==> config.mk <==
export PLATFORM = sky130hd
export DESIGN_NAME = argmax_stream_source_flat
export DESIGN_NICKNAME = d
export VERILOG_FILES = /design/src/rtl/argmax_stream_source_pkg.sv /design/src/rtl/argmax_stream_source_if.sv /design/src/rtl/argmax_bank.sv /design/src/rtl/argmax_stream_source.sv /design/src/flat_wrapper.sv
export SDC_FILE = /design/constraint.sdc
export NUM_CORES = 1
export LEC_CHECK = 0
export ABC_AREA = 1
export CAP_MARGIN = 20
export CORE_MARGIN = 5
export CORE_UTILIZATION = 33
export DETAILED_ROUTE_END_ITERATION = 8
export PLACE_DENSITY_LB_ADDON = 0.15
export SLEW_MARGIN = 0
export SYNTH_ARGS = -nofsm -noshare
export SYNTH_HDL_FRONTEND = slang
export SYNTH_SLANG_ARGS = --single-unit
==> constraint.sdc <==
create_clock -name clk -period 8 [get_ports clk]
set_clock_uncertainty 0.2 [all_clocks]
set_input_delay 1.6 -clock clk [delete_from_list [all_inputs] [get_ports clk]]
set_output_delay 1.6 -clock clk [all_outputs]
set_load 0.05 [all_outputs]
==> src/rtl/argmax_stream_source_pkg.sv <==
// Shared types and constants for the argmax ping-pong stream source.
//   bank_state_e   : per-bank fill state (EMPTY / FILLING / FULL)
//   stream_state_e : streamer FSM state (IDLE / STREAM)
//   addr_width()   : address width derived from the number of cells per vector
package argmax_pkg;

   typedef enum logic [1:0] {
      BankEmpty   = 2'd0,
      BankFilling = 2'd1,
      BankFull    = 2'd2
   } bank_state_e;

   typedef enum logic {
      StIdle   = 1'b0,
      StStream = 1'b1
   } stream_state_e;

   localparam int unsigned CellAmountDefault = 4;

   // Width of a cell address; never below one bit.
   function automatic int unsigned addr_width(input int unsigned cells);
      return (cells > 1) ? $clog2(cells) : 1;
   endfunction

endpackage

==> src/rtl/argmax_stream_source_if.sv <==
// Value-in / indexed-stream-out bus of the argmax stream source.
//   input_value/input_valid/input_ready : upstream valid/ready word transfer
//   output_index/output_value           : streamed element and its position
//   output_enable                       : stream word valid (no backpressure)
//   output_busy                         : data buffered or streaming
// slave is the block's view, master the surrounding logic's view.
interface argmax_stream_source_if #(
   parameter int unsigned DATA_WIDTH = 32
) ();

   logic [DATA_WIDTH-1:0] input_value;
   logic                  input_valid;
   logic                  input_ready;
   logic [DATA_WIDTH-1:0] output_index;
   logic [DATA_WIDTH-1:0] output_value;
   logic                  output_enable;
   logic                  output_busy;

   modport master (
      output input_value,
      output input_valid,
      input  input_ready,
      input  output_index,
      input  output_value,
      input  output_enable,
      input  output_busy
   );

   modport slave (
      input  input_value,
      input  input_valid,
      output input_ready,
      output output_index,
      output output_value,
      output output_enable,
      output output_busy
   );

endinterface

==> src/rtl/argmax_bank.sv <==
// One vector bank: CELL_AMOUNT x DATA_WIDTH storage with its fill state.
//   clk, reset_n : clock, asynchronous active-low reset (state only, not memory)
//   wr_en/wr_data: write next cell in acceptance order (caller keeps off while FULL)
//   free_en      : return the bank to EMPTY once it has been streamed
//   rd_addr      : combinational read address, rd_data the addressed word
//   state        : EMPTY / FILLING / FULL
//   wr_last      : the current write fills the final cell
module argmax_bank
   import argmax_pkg::*;
#(
   parameter int unsigned DATA_WIDTH  = 32,
   parameter int unsigned CELL_AMOUNT = CellAmountDefault
) (
   input  logic                               clk,
   input  logic                               reset_n,
   input  logic                               wr_en,
   input  logic [DATA_WIDTH-1:0]              wr_data,
   input  logic                               free_en,
   input  logic [addr_width(CELL_AMOUNT)-1:0] rd_addr,
   output logic [DATA_WIDTH-1:0]              rd_data,
   output bank_state_e                        state,
   output logic                               wr_last
);

   localparam int unsigned          AddrWidth = addr_width(CELL_AMOUNT);
   localparam logic [AddrWidth-1:0] LastAddr  = AddrWidth'(CELL_AMOUNT - 1);

   logic [DATA_WIDTH-1:0] mem_q [CELL_AMOUNT];
   logic [AddrWidth-1:0]  wr_addr_q, wr_addr_d;
   bank_state_e           state_q, state_d;

   assign wr_last = wr_en && (wr_addr_q == LastAddr);
   assign rd_data = mem_q[rd_addr];
   assign state   = state_q;

   always_comb begin
      state_d   = state_q;
      wr_addr_d = wr_addr_q;
      if (free_en) begin
         state_d   = BankEmpty;
         wr_addr_d = '0;
      end else if (wr_en) begin
         if (wr_last) begin
            state_d   = BankFull;
            wr_addr_d = '0;
         end else begin
            state_d   = BankFilling;
            wr_addr_d = wr_addr_q + AddrWidth'(1);
         end
      end
   end

   always_ff @(posedge clk or negedge reset_n) begin
      if (!reset_n) begin
         state_q   <= BankEmpty;
         wr_addr_q <= '0;
      end else begin
         state_q   <= state_d;
         wr_addr_q <= wr_addr_d;
      end
   end

   // Storage is deliberately left unreset; a bank is only read once FULL.
   always_ff @(posedge clk) begin
      if (wr_en) begin
         mem_q[wr_addr_q] <= wr_data;
      end
   end

endmodule

==> src/rtl/argmax_stream_source.sv <==
// Ping-pong vector buffer feeding an argmax stage: words are collected into
// two banks of CELL_AMOUNT cells and every complete bank is streamed out as
// (index, value) pairs, one per cycle, in fill order.
//   clk, reset_n : clock, asynchronous active-low reset
//   bus (slave)  : input_value/valid/ready in, output_index/value/enable/busy out
module argmax_stream_source
   import argmax_pkg::*;
#(
   parameter int unsigned DATA_WIDTH  = 32,
   parameter int unsigned CELL_AMOUNT = CellAmountDefault
) (
   input  logic                         clk,
   input  logic                         reset_n,
   argmax_stream_source_if.slave        bus
);

   localparam int unsigned          AddrWidth = addr_width(CELL_AMOUNT);
   localparam logic [AddrWidth-1:0] LastAddr  = AddrWidth'(CELL_AMOUNT - 1);

   logic                  wr_ptr_q, wr_ptr_d;
   logic                  rd_ptr_q, rd_ptr_d;
   stream_state_e         state_q, state_d;
   logic [AddrWidth-1:0]  rd_idx_q, rd_idx_d;

   logic [1:0]            bank_wr_en;
   logic [1:0]            bank_free;
   logic [1:0]            bank_full;
   logic [1:0]            bank_used;
   logic [1:0]            bank_wr_last;
   logic [DATA_WIDTH-1:0] bank_rd_data [2];
   bank_state_e           bank_state   [2];

   logic                  accept;
   logic                  write_done;
   logic                  other_ready;

   logic                  out_enable_q, out_enable_d;
   logic                  out_busy_q, out_busy_d;
   logic [DATA_WIDTH-1:0] out_index_q, out_index_d;
   logic [DATA_WIDTH-1:0] out_value_q, out_value_d;

   for (genvar b = 0; b < 2; b++) begin : g_bank
      argmax_bank #(
         .DATA_WIDTH  (DATA_WIDTH),
         .CELL_AMOUNT (CELL_AMOUNT)
      ) u_bank (
         .clk     (clk),
         .reset_n (reset_n),
         .wr_en   (bank_wr_en[b]),
         .wr_data (bus.input_value),
         .free_en (bank_free[b]),
         .rd_addr (rd_idx_q),
         .rd_data (bank_rd_data[b]),
         .state   (bank_state[b]),
         .wr_last (bank_wr_last[b])
      );

      assign bank_full[b]  = (bank_state[b] == BankFull);
      assign bank_used[b]  = (bank_state[b] != BankEmpty);
      assign bank_wr_en[b] = accept && (int'(wr_ptr_q) == b);
   end

   // Ready looks only at registered bank state, never at input_valid.
   assign bus.input_ready = !bank_full[wr_ptr_q];
   assign accept          = bus.input_valid && bus.input_ready;
   assign write_done      = accept && bank_wr_last[wr_ptr_q];
   assign wr_ptr_d        = wr_ptr_q ^ write_done;

   // The other bank is FULL now or completes on this very edge; looking at the
   // completing write keeps the stream gap-free when both finish together.
   assign other_ready = bank_full[~rd_ptr_q] || (write_done && (wr_ptr_q != rd_ptr_q));

   always_comb begin
      state_d   = state_q;
      rd_ptr_d  = rd_ptr_q;
      rd_idx_d  = rd_idx_q;
      bank_free = '0;
      case (state_q)
         StIdle: begin
            if (bank_full[rd_ptr_q]) begin
               state_d  = StStream;
               rd_idx_d = '0;
            end
         end
         StStream: begin
            if (rd_idx_q == LastAddr) begin
               bank_free[rd_ptr_q] = 1'b1;
               rd_ptr_d            = ~rd_ptr_q;
               rd_idx_d            = '0;
               if (!other_ready) begin
                  state_d = StIdle;
               end
            end else begin
               rd_idx_d = rd_idx_q + AddrWidth'(1);
            end
         end
         default: state_d = StIdle;
      endcase
   end

   // Output stage: the word addressed this cycle is presented after the edge.
   always_comb begin
      out_enable_d = (state_q == StStream);
      out_index_d  = '0;
      out_value_d  = '0;
      if (out_enable_d) begin
         out_index_d = DATA_WIDTH'(rd_idx_q);
         out_value_d = bank_rd_data[rd_ptr_q];
      end
      out_busy_d = bank_used[0] || bank_used[1] || accept || (state_q == StStream);
   end

   always_ff @(posedge clk or negedge reset_n) begin
      if (!reset_n) begin
         wr_ptr_q     <= 1'b0;
         rd_ptr_q     <= 1'b0;
         state_q      <= StIdle;
         rd_idx_q     <= '0;
         out_enable_q <= 1'b0;
         out_busy_q   <= 1'b0;
         out_index_q  <= '0;
         out_value_q  <= '0;
      end else begin
         wr_ptr_q     <= wr_ptr_d;
         rd_ptr_q     <= rd_ptr_d;
         state_q      <= state_d;
         rd_idx_q     <= rd_idx_d;
         out_enable_q <= out_enable_d;
         out_busy_q   <= out_busy_d;
         out_index_q  <= out_index_d;
         out_value_q  <= out_value_d;
      end
   end

   assign bus.output_enable = out_enable_q;
   assign bus.output_busy   = out_busy_q;
   assign bus.output_index  = out_index_q;
   assign bus.output_value  = out_value_q;

endmodule

==> src/flat_wrapper.sv <==
// flat-port wrapper written by rule: the top's interface ports become plain ports
module argmax_stream_source_flat import argmax_pkg::*;
#(
   parameter int unsigned DATA_WIDTH  = 32,
   parameter int unsigned CELL_AMOUNT = CellAmountDefault
)
  (clk, reset_n, bus_input_value, bus_input_valid, bus_input_ready, bus_output_index, bus_output_value, bus_output_enable, bus_output_busy);
  argmax_stream_source_if #(.DATA_WIDTH(DATA_WIDTH)) bus_i ();
  input  logic clk;
  input  logic reset_n;
  input wire logic [$bits(bus_i.input_value)-1:0] bus_input_value;
  input wire logic [$bits(bus_i.input_valid)-1:0] bus_input_valid;
  output wire logic [$bits(bus_i.input_ready)-1:0] bus_input_ready;
  output wire logic [$bits(bus_i.output_index)-1:0] bus_output_index;
  output wire logic [$bits(bus_i.output_value)-1:0] bus_output_value;
  output wire logic [$bits(bus_i.output_enable)-1:0] bus_output_enable;
  output wire logic [$bits(bus_i.output_busy)-1:0] bus_output_busy;
  assign bus_i.input_value = bus_input_value;
  assign bus_i.input_valid = bus_input_valid;
  assign bus_input_ready = bus_i.input_ready;
  assign bus_output_index = bus_i.output_index;
  assign bus_output_value = bus_i.output_value;
  assign bus_output_enable = bus_i.output_enable;
  assign bus_output_busy = bus_i.output_busy;
  argmax_stream_source #(.DATA_WIDTH(DATA_WIDTH), .CELL_AMOUNT(CELL_AMOUNT)) u_core (.clk(clk), .reset_n(reset_n), .bus(bus_i));
endmodule
After elaboration in Yosys (flattened, before gate mapping)
Memories as Yosys holds them, arrays and structs flattened.
Cells that the tools add are included.
{"block": "totals", "in_bits": 35, "ff_bits": 49, "word_cells": 92, "n_memories": 2, "mem_bits_rw": 256}
{"block": "op_classes", "reduce_logical": 18, "n_eq_ne": 7, "n_lt_le_gt_ge": 5, "n_addsub": 3, "n_mux": 40, "bitwise": 5}
{"memory": "u_core.g_bank[0].u_bank.mem_q", "words": 4, "width": 32, "rd": 1, "rd_clocked_by_memory_dff": 0, "wr": 1, "line_no": "argmax_bank.sv:28", "source": "logic [DATA_WIDTH-1:0] mem_q [CELL_AMOUNT];"}
{"memory": "u_core.g_bank[1].u_bank.mem_q", "words": 4, "width": 32, "rd": 1, "rd_clocked_by_memory_dff": 0, "wr": 1, "line_no": "argmax_bank.sv:28"}
{"op": "$mux 32", "count": 4}
{"op": "$mux 2", "count": 17}
{"op": "$mux 1", "count": 16}
{"op": "$eq 2x2->1 const B", "count": 5}
{"op": "$logic_and 1x1->1", "count": 8}
{"op": "$reduce_bool 2->1", "count": 4}
{"op": "$add 2x1->2 const B", "count": 3}
{"op": "$lt 1x2->1 const B", "count": 3}
{"op": "$logic_or 1x1->1", "count": 4}
{"op": "$pmux 2 s2", "count": 1}
{"op": "$not 1->1", "count": 3}
{"op": "$ge 2x2->1 const B", "count": 1}
{"op": "$ne 2x1->1 const B", "count": 1}
{"op": "$not 1->2", "count": 1}
{"op": "$pmux 1 s2", "count": 1}
{"op": "$reduce_and 2->1", "count": 1}
{"op": "$demux 1 s1", "count": 1}
{"op": "$ge 1x1->1 const B", "count": 1}
{"op": "$logic_not 1->1", "count": 1}
{"op": "$ne 1x1->1", "count": 1}
{"op": "$xor 1x1->1", "count": 1}

Depth between registers and ports, before layout
Gate-level depths: netlist of run 1.
{"block": "depth", "depth_word": 15, "ltp_mapped": 8}

By module
Synthesis of run 1 repeated with hierarchy kept, for this count alone.
{"block": "unflattened", "hier_cells": 1301, "hier_area_um2": 13277.7}
{"module": "argmax_bank", "area_each_um2": 5652.9, "cells_each": 535, "seq_area_each_um2": 3943.8, "n_inst": 2}
{"module": "argmax_stream_source", "area_each_um2": 1971.9, "cells_each": 231, "seq_area_each_um2": 1026.0, "n_inst": 1}

Worst setup path before layout of run 1
OpenSTA, ideal clock, no wires.
{"block": "synth_path", "path_kind": "input -> register", "start": "input port bus_input_valid", "end": "memory u_core.g_bank[0].u_bank.mem_q[0][0], enable pin", "t_required_ps": 7379, "slack_ps": 4104, "setup_time_ps": 421, "path_stages": 4, "arrival_time_ps": 3275, "n_path_buf": 0, "path_cell_list": "inv_1 > nor2_1 > inv_1 > nor2_1"}
{"block": "synth_via", "elab_chain_len": 4}
{"item": "start: declaration", "line_no": "flat_wrapper.sv:12", "source": "input wire logic [$bits(bus_i.input_valid)-1:0] bus_input_valid;"}
{"item": "$logic_and 1x1->1", "line_no": "argmax_stream_source.sv:65", "source": "assign accept = bus.input_valid && bus.input_ready;"}
{"item": "$logic_and 1x1->1", "line_no": "argmax_stream_source.sv:60", "source": "assign bank_wr_en[b] = accept && (int'(wr_ptr_q) == b);"}
{"item": "$mux 1", "line_no": "argmax_bank.sv:65", "source": "if (wr_en) begin"}
{"item": "$mux 1 (not written as such)", "line_no": "argmax_bank.sv:66", "source": "mem_q[wr_addr_q] <= wr_data;"}
{"item": "end: declaration", "line_no": "argmax_bank.sv:28"}
Every way passes these cells.

Final worst setup path of run 1
{"block": "layout_path", "start": "register u_core.wr_ptr_q", "end": "output port bus_input_ready"}
{"block": "layout_via", "elab_chain_len": 3}
{"item": "start: declaration", "line_no": "argmax_stream_source.sv:20", "source": "logic wr_ptr_q, wr_ptr_d;"}
{"item": "start signal: assignment", "line_no": "argmax_stream_source.sv:124", "source": "wr_ptr_q <= wr_ptr_d;"}
{"item": "$mux 1 (not written as such) (2 in a row)", "line_no": "argmax_stream_source.sv:64", "source": "assign bus.input_ready = !bank_full[wr_ptr_q];"}
{"item": "$logic_not 1->1", "line_no": "argmax_stream_source.sv:64"}
{"item": "end: declaration", "line_no": "flat_wrapper.sv:13", "source": "output wire logic [$bits(bus_i.input_ready)-1:0] bus_input_ready;"}
Every way passes these cells. The select of a mux whose other input is x is not followed.

==> results of run 1 <==
-- per-layer routing --
metal	GRT usage, %	up-vias
met5	0	-
li1	-	3557
met3	2.51	43
met4	2.93	2
met1	16.9	3498
met2	22.1	147
-- worst reg2reg max path, delay by kind of cell (launching register included) --
| family | cells | cell delay, ps |
|---|---|---|
| AOI/OAI and AO/OA | 1 | 340 |
| buffers and inverters | 2 | 1150 |
| DFF | 1 | 790 |
| and+or+nand+nor | 3 | 290 |
-- cell usage in the layout, fill, tap and decap left out, types with 6 or more instances in the layout --
master,count
ha_1,9
buf_4,9
o21ai_0,133
clkinv_1,9
clkdlybuf4s50_1,70
clkbuf_1,7
dfrtp_1,45
clkbuf_16,35
nor2_1,324
edfxtp_1,256
nand3_1,42
o21ai_1,6
nand2_1,85
inv_1,23
nor2_4,6
conb_1,30
-- state kept, by name (all words and copies together) (netlist names) --
| signal | cells |
|---|---|
| u_core.g_bank.u_bank.wr_addr_q | 4 |
| u_core.wr_ptr_q | 1 |
| u_core.bus.output_busy | 1 |
| u_core.rd_idx_q | 2 |
| u_core.out_enable_d | 1 |
| u_core.g_bank.u_bank.state | 4 |
| u_core.rd_ptr_q | 1 |
| u_core.g_bank.u_bank.mem_q | 256 |
| u_core.bus.output_index | 2 |
| u_core.bus.output_enable | 1 |
| u_core.bus.output_value | 32 |
-- cells by family (layout without fill, tap and decap cells) --
group                    count (synthesis)  count (layout)  share of synthesized area (%)
AND/OR/NAND/NOR                        460             460                           14.7
buffers and inverters                  111             170                           4.97
XOR/XNOR                                 1               1                         0.0722
AO/OA/AOI/OAI                          141             141                           5.82
flip-flops                             305             305                           73.5
other                                    1              30                         0.0309
adder cells (fa/ha/maj)                  9               9                          0.928
-- area by class of cell --
class                   count  share of cell area, %
clock buffers              44                   6.52
clock inverters            16                  0.702
inverters                  27                  0.720
multi-input cells         641                   19.4
flip-flops and latches    305                   62.6
well taps                 468                   4.11
repair buffers             83                   5.90
-- through the flow --
stage               cells  hold WS (ps)
global placement     1521           325
detailed placement   1521           316
finish               1584           319
global route         1584           367
floorplan            1057           207
CTS                  1581           328
-- final timing paths --
path	startpoint	end	slack [ps]
min reg2reg	u_core.g_bank[0].u_bank.state[1]$_DFFE_PN0P_	u_core.bus.output_busy$_DFF_PN0_	320
max in group asynchronous	reset_n	u_core.rd_idx_q[0]$_DFFE_PN0P_	6050
max reg2reg	u_core.rd_idx_q[0]$_DFFE_PN0P_	u_core.bus.output_value[21]$_DFF_PN0_	5100
min	u_core.g_bank[0].u_bank.state[1]$_DFFE_PN0P_	u_core.bus.output_busy$_DFF_PN0_	320
min in group asynchronous	reset_n	u_core.out_enable_d$_DFF_PN0_	1030
max	u_core.wr_ptr_q$_DFF_PN0_	bus_input_ready	4200
-- power breakdown --
group          internal (mW)  switching, mW
logic                  0.505           1.22
clock network          0.850          0.600
registers               2.02          0.146
total                   3.38           1.96
==> flow_metrics.tcl, run 1 <==
set metrics [dict create \
    slew_violations 0 \
    firstDrtPassIters 5 \
    grt_pass1_wl_um 41800 \
    synthArstFlopShare_pct 16.1 \
    maxCapViolCount 0 \
    fin_tns_setup_ps 0 \
    finalSetupViolCount 0 \
    cp.arrival_ps 2000 \
    setup_ws_ps 4200 \
    die_h_um 202 \
    cp.depth 4 \
    fmax_mhz 263 \
    synth_top_area_cell "edfxtp_1" \
    finalHoldViolCount 0 \
    rsz0062_at_grt "no" \
    numCtsBuffers 34 \
    cp_slowest_cell "clkdlybuf4s50_1" \
    initial_utilization_pct 33.3 \
    fin_util_pct 39.1 \
    drt-met1-wl_um 11900 \
    end_kind "output pin" \
    insertion_delay_ps 500 \
    crit_family "buffers and inverters" \
    period_minus_slack_ps 3800 \
    syn_inst 1028 \
    boundaryPins 102 \
    drive_above_1_share_pct 6.36 \
    pre_cts_slack_ps 3830 \
    drc 0 \
    netlist_top_cells_count "330 x nor2_1, 256 x edfxtp_1, 133 x o21ai_0" \
    wl_per_cell_um 16.7 \
    path_cells "inv_1 > nand2_1 > nand2_1 > clkdlybuf4s50_1" \
    antenna-diode-count 0 \
    coreArea_um2 36400 \
    slowest_delay_ps 810 \
    hold_path.class "register to register" \
    yosysMostFrequentCell "nor2_1" \
    critPathRequiredTime_ps 6200 \
    power.total_mw 5.34 \
    wl_met3_um 1190 \
    tightest_slew_ps 1020 \
    routed_wl_um 26400 \
    power_density_nw_per_um2 375 \
    nets 1136 \
    synth_edf_count 256 \
    cts_tree "built" \
    drtAntennaViolNets 0 \
    max-vdd-ir-drop_mv 0.165 \
    place_congestion 0.737 \
    die_w_um 202 \
    ctsLongestPathBuffers 3 \
    timing_worst_setup_path_type "register to output pin" \
    syn_area_per_cell_um2 11.8 \
    synth_top_area_share_pct 63.4 \
    port_buffers 71 \
    fillers 3501 \
    yosysWarnings 0 \
    ys_types 20 \
    grt_usage_pct 12.9 \
    path_clk_slew_ps 60 \
    hold_buffers 0 \
    cts-resized-gates 0 \
    met2_length_um 12800 \
    register_area_um2 8920 \
    routed-via-count 7247 \
    ys_ff_latch 305 \
    via_per_inst 4.58 \
    cts_setup_buffers 0 \
    seq_area_frac_synth_pct 73.5 \
    fin_crit_sh_pct 47.5 \
    synthTopCellsByArea "edfxtp_1 63%, nor2_1 10%, dfrtp_1 10%" \
    antenna_found_initial 1 \
    place_hpwl_um 13700 \
    grt_pass1_vias 7232 \
    htreeDepth 2 \
    hold_path_depth 2 \
    cp_common_cell "nand2_1" \
    worst_setup_path_start_kind "register" \
    multiInputGateArea_um2 2770 \
    overflow 0 \
    design_area_um2 14200 \
    placed_area_um2 13200 \
    highest_layer "met5" \
    grt_max_degree 97 \
    crit_buf_inv 2 \
    synthesis.area_um2 12100 \
    status "finished, final reports clean" \
    cellLeakagePower_nw 5.23 \
    path_max_fanout 4 \
    root_buffer "clkbuf_16" \
    drtIter0Drc 406 \
    relSlewSlack_pct 32.2 \
    area_growth_pct 17.4 \
    synth_ff_type "edfxtp_1" \
    reg2reg_depth 6 \
    clock_sinks 305 \
    rows 70 \
    die-area_um2 40700 \
]
No activity file was read; power rests on OpenSTA's default activity.
==> run 2: changes to the inputs <==
Clock period 8 ns to 3.1 ns, I/O delays scaled along.
==> flow_metrics.tcl, run 2 (synthesis gave the netlist of run 1 again) <==
set metrics [dict create \
    root_buffer "clkbuf_16" \
    overflow 0 \
    largest_reg_flops 256 \
    initial_utilization_pct 33.3 \
    nets 1153 \
    cts-resized-gates 0 \
    die_h_um 202 \
    wl_met3_um 1150 \
    boundaryPins 102 \
    drc 0 \
    grt_max_degree 51 \
    grt_pass1_vias 7509 \
    finalSetupViolCount 0 \
    via_per_inst 4.61 \
    htreeDepth 2 \
    fmax_mhz 353 \
    final_cell_mix "324 x nor2_1, 256 x edfxtp_1, 133 x o21ai_0" \
    clock_sinks 305 \
    hold_path.class "register to register" \
    register_area_um2 8920 \
    hold_path_depth 2 \
    fin_crit_sh_pct 91.5 \
    cts_setup_buffers 0 \
    met2_length_um 13200 \
    design_area_um2 14500 \
    routed_wl_um 28000 \
    path_max_fanout 4 \
    antenna-diode-count 0 \
    die_w_um 202 \
    end_kind "output pin" \
    coreArea_um2 36400 \
    intPower_mw 8.99 \
    drtIter0Drc 466 \
    fin_util_pct 39.8 \
    ctsLongestPathBuffers 3 \
    grt_pass1_wl_um 44400 \
    pre_cts_slack_ps 331 \
    highest_layer "met4" \
    switchingPower_mw 5.25 \
    timing_worst_setup_path_type "register to output pin" \
    critPathRequiredTime_ps 2280 \
    place_congestion 0.768 \
    reg2reg_depth 6 \
    drtAntennaViolNets 0 \
    relSlewSlack_pct 57.0 \
    port_buffers 71 \
    drt-met1-wl_um 13100 \
    power_density_nw_per_um2 984 \
    area_growth_pct 19.4 \
    power_frac_seq_pct 39.6 \
    cp.arrival_ps 2020 \
    numCtsBuffers 36 \
    cts_tree "built" \
    antenna_found_initial 0 \
    swShare_pct 36.9 \
    tightest_slew_ps 645 \
    worst_setup_path_start_kind "register" \
    drive_above_1_share_pct 7.83 \
    regMostFlops "u_core.g_bank.u_bank.mem_q" \
    die-area_um2 40700 \
    rows 70 \
    insertion_delay_ps 520 \
    power_frac_comb_pct 32.1 \
    setup_ws_ps 263 \
    final_common_cell "nor2_1" \
    routed-via-count 7392 \
    slew_violations 0 \
    rsz0062_at_grt "no" \
    fin_tns_setup_ps 0 \
    grt_usage_pct 13.8 \
    multiInputGateArea_um2 2770 \
    pwr-share-clk_pct 28.3 \
    finalHoldViolCount 0 \
    placed_area_um2 13300 \
    wl_per_cell_um 17.5 \
    cellLeakagePower_nw 5.35 \
    firstDrtPassIters 5 \
    max-vdd-ir-drop_mv 0.455 \
    maxCapViolCount 0 \
    status "finished, final reports clean" \
    fillers 3522 \
    place_hpwl_um 16300 \
    period_minus_slack_ps 2840 \
    path_clk_slew_ps 60 \
]
==> run 2: final timing paths <==
path | startpoint | end | slack (ps)
min reg2reg | u_core.g_bank[0].u_bank.state[1]$_DFFE_PN0P_ | u_core.g_bank[0].u_bank.state[1]$_DFFE_PN0P_ | 360
max reg2reg | u_core.rd_idx_q[0]$_DFFE_PN0P_ | u_core.bus.output_value[12]$_DFF_PN0_ | 680
max in group asynchronous | reset_n | u_core.rd_idx_q[0]$_DFFE_PN0P_ | 1660
min in group asynchronous | reset_n | u_core.bus.output_value[26]$_DFF_PN0_ | 430
min | u_core.g_bank[0].u_bank.state[1]$_DFFE_PN0P_ | u_core.g_bank[0].u_bank.state[1]$_DFFE_PN0P_ | 360
max | u_core.wr_ptr_q$_DFF_PN0_ | bus_input_ready | 260
==> run 2: what timing repair did <==
item	in CTS	in global routing
hold endpoints to repair	20	0
setup endpoints to repair	0	0
hold buffers	1	0
==> run 2: stage by stage <==
stage / hold WS (ps) / cells / total power, mW
detailed placement: 356 / 1538 / 10.4
CTS: 363 / 1604 / 14.5
floorplan: 124 / 1057 / 8.84
global placement: 353 / 1538 / 10.4
finish: 362 / 1604 / 14.2
global route: 389 / 1604 / 15.2
==> run 2: metal layers <==
metal,global-route usage [%],vias up
met5,0,-
met4,3.69,0
met3,2.19,44
met2,22.7,158
met1,19.1,3595
li1,-,3595
==> run 2: power by group through the flow <==
stage          registers [mW]  logic [mW]  clock network, mW
6_report                 5.64        4.58               4.03
5_1_grt                  5.72        5.19               4.33
2_1_floorplan            6.05        2.80                  0
4_1_cts                  5.65        4.71               4.15
3_3_place_gp             5.72        4.68                  0
3_5_place_dp             5.73        4.68                  0
==> run 2: area by class of cell <==
cell class | instances | area share, %
sequential | 305 | 61.6
multi-input combinational | 641 | 19.1
clock buffer | 49 | 6.76
timing repair buffer | 98 | 6.72
tap | 468 | 4.04
clock inverter | 16 | 1.05
inverter | 27 | 0.708
==> run 2: critical path, cell delays in order, from the launching register on <==
cell	delay, ps
dfrtp_1	420
inv_1	100
nand2_1	70
nand2_1	90
clkdlybuf4s50_1	830
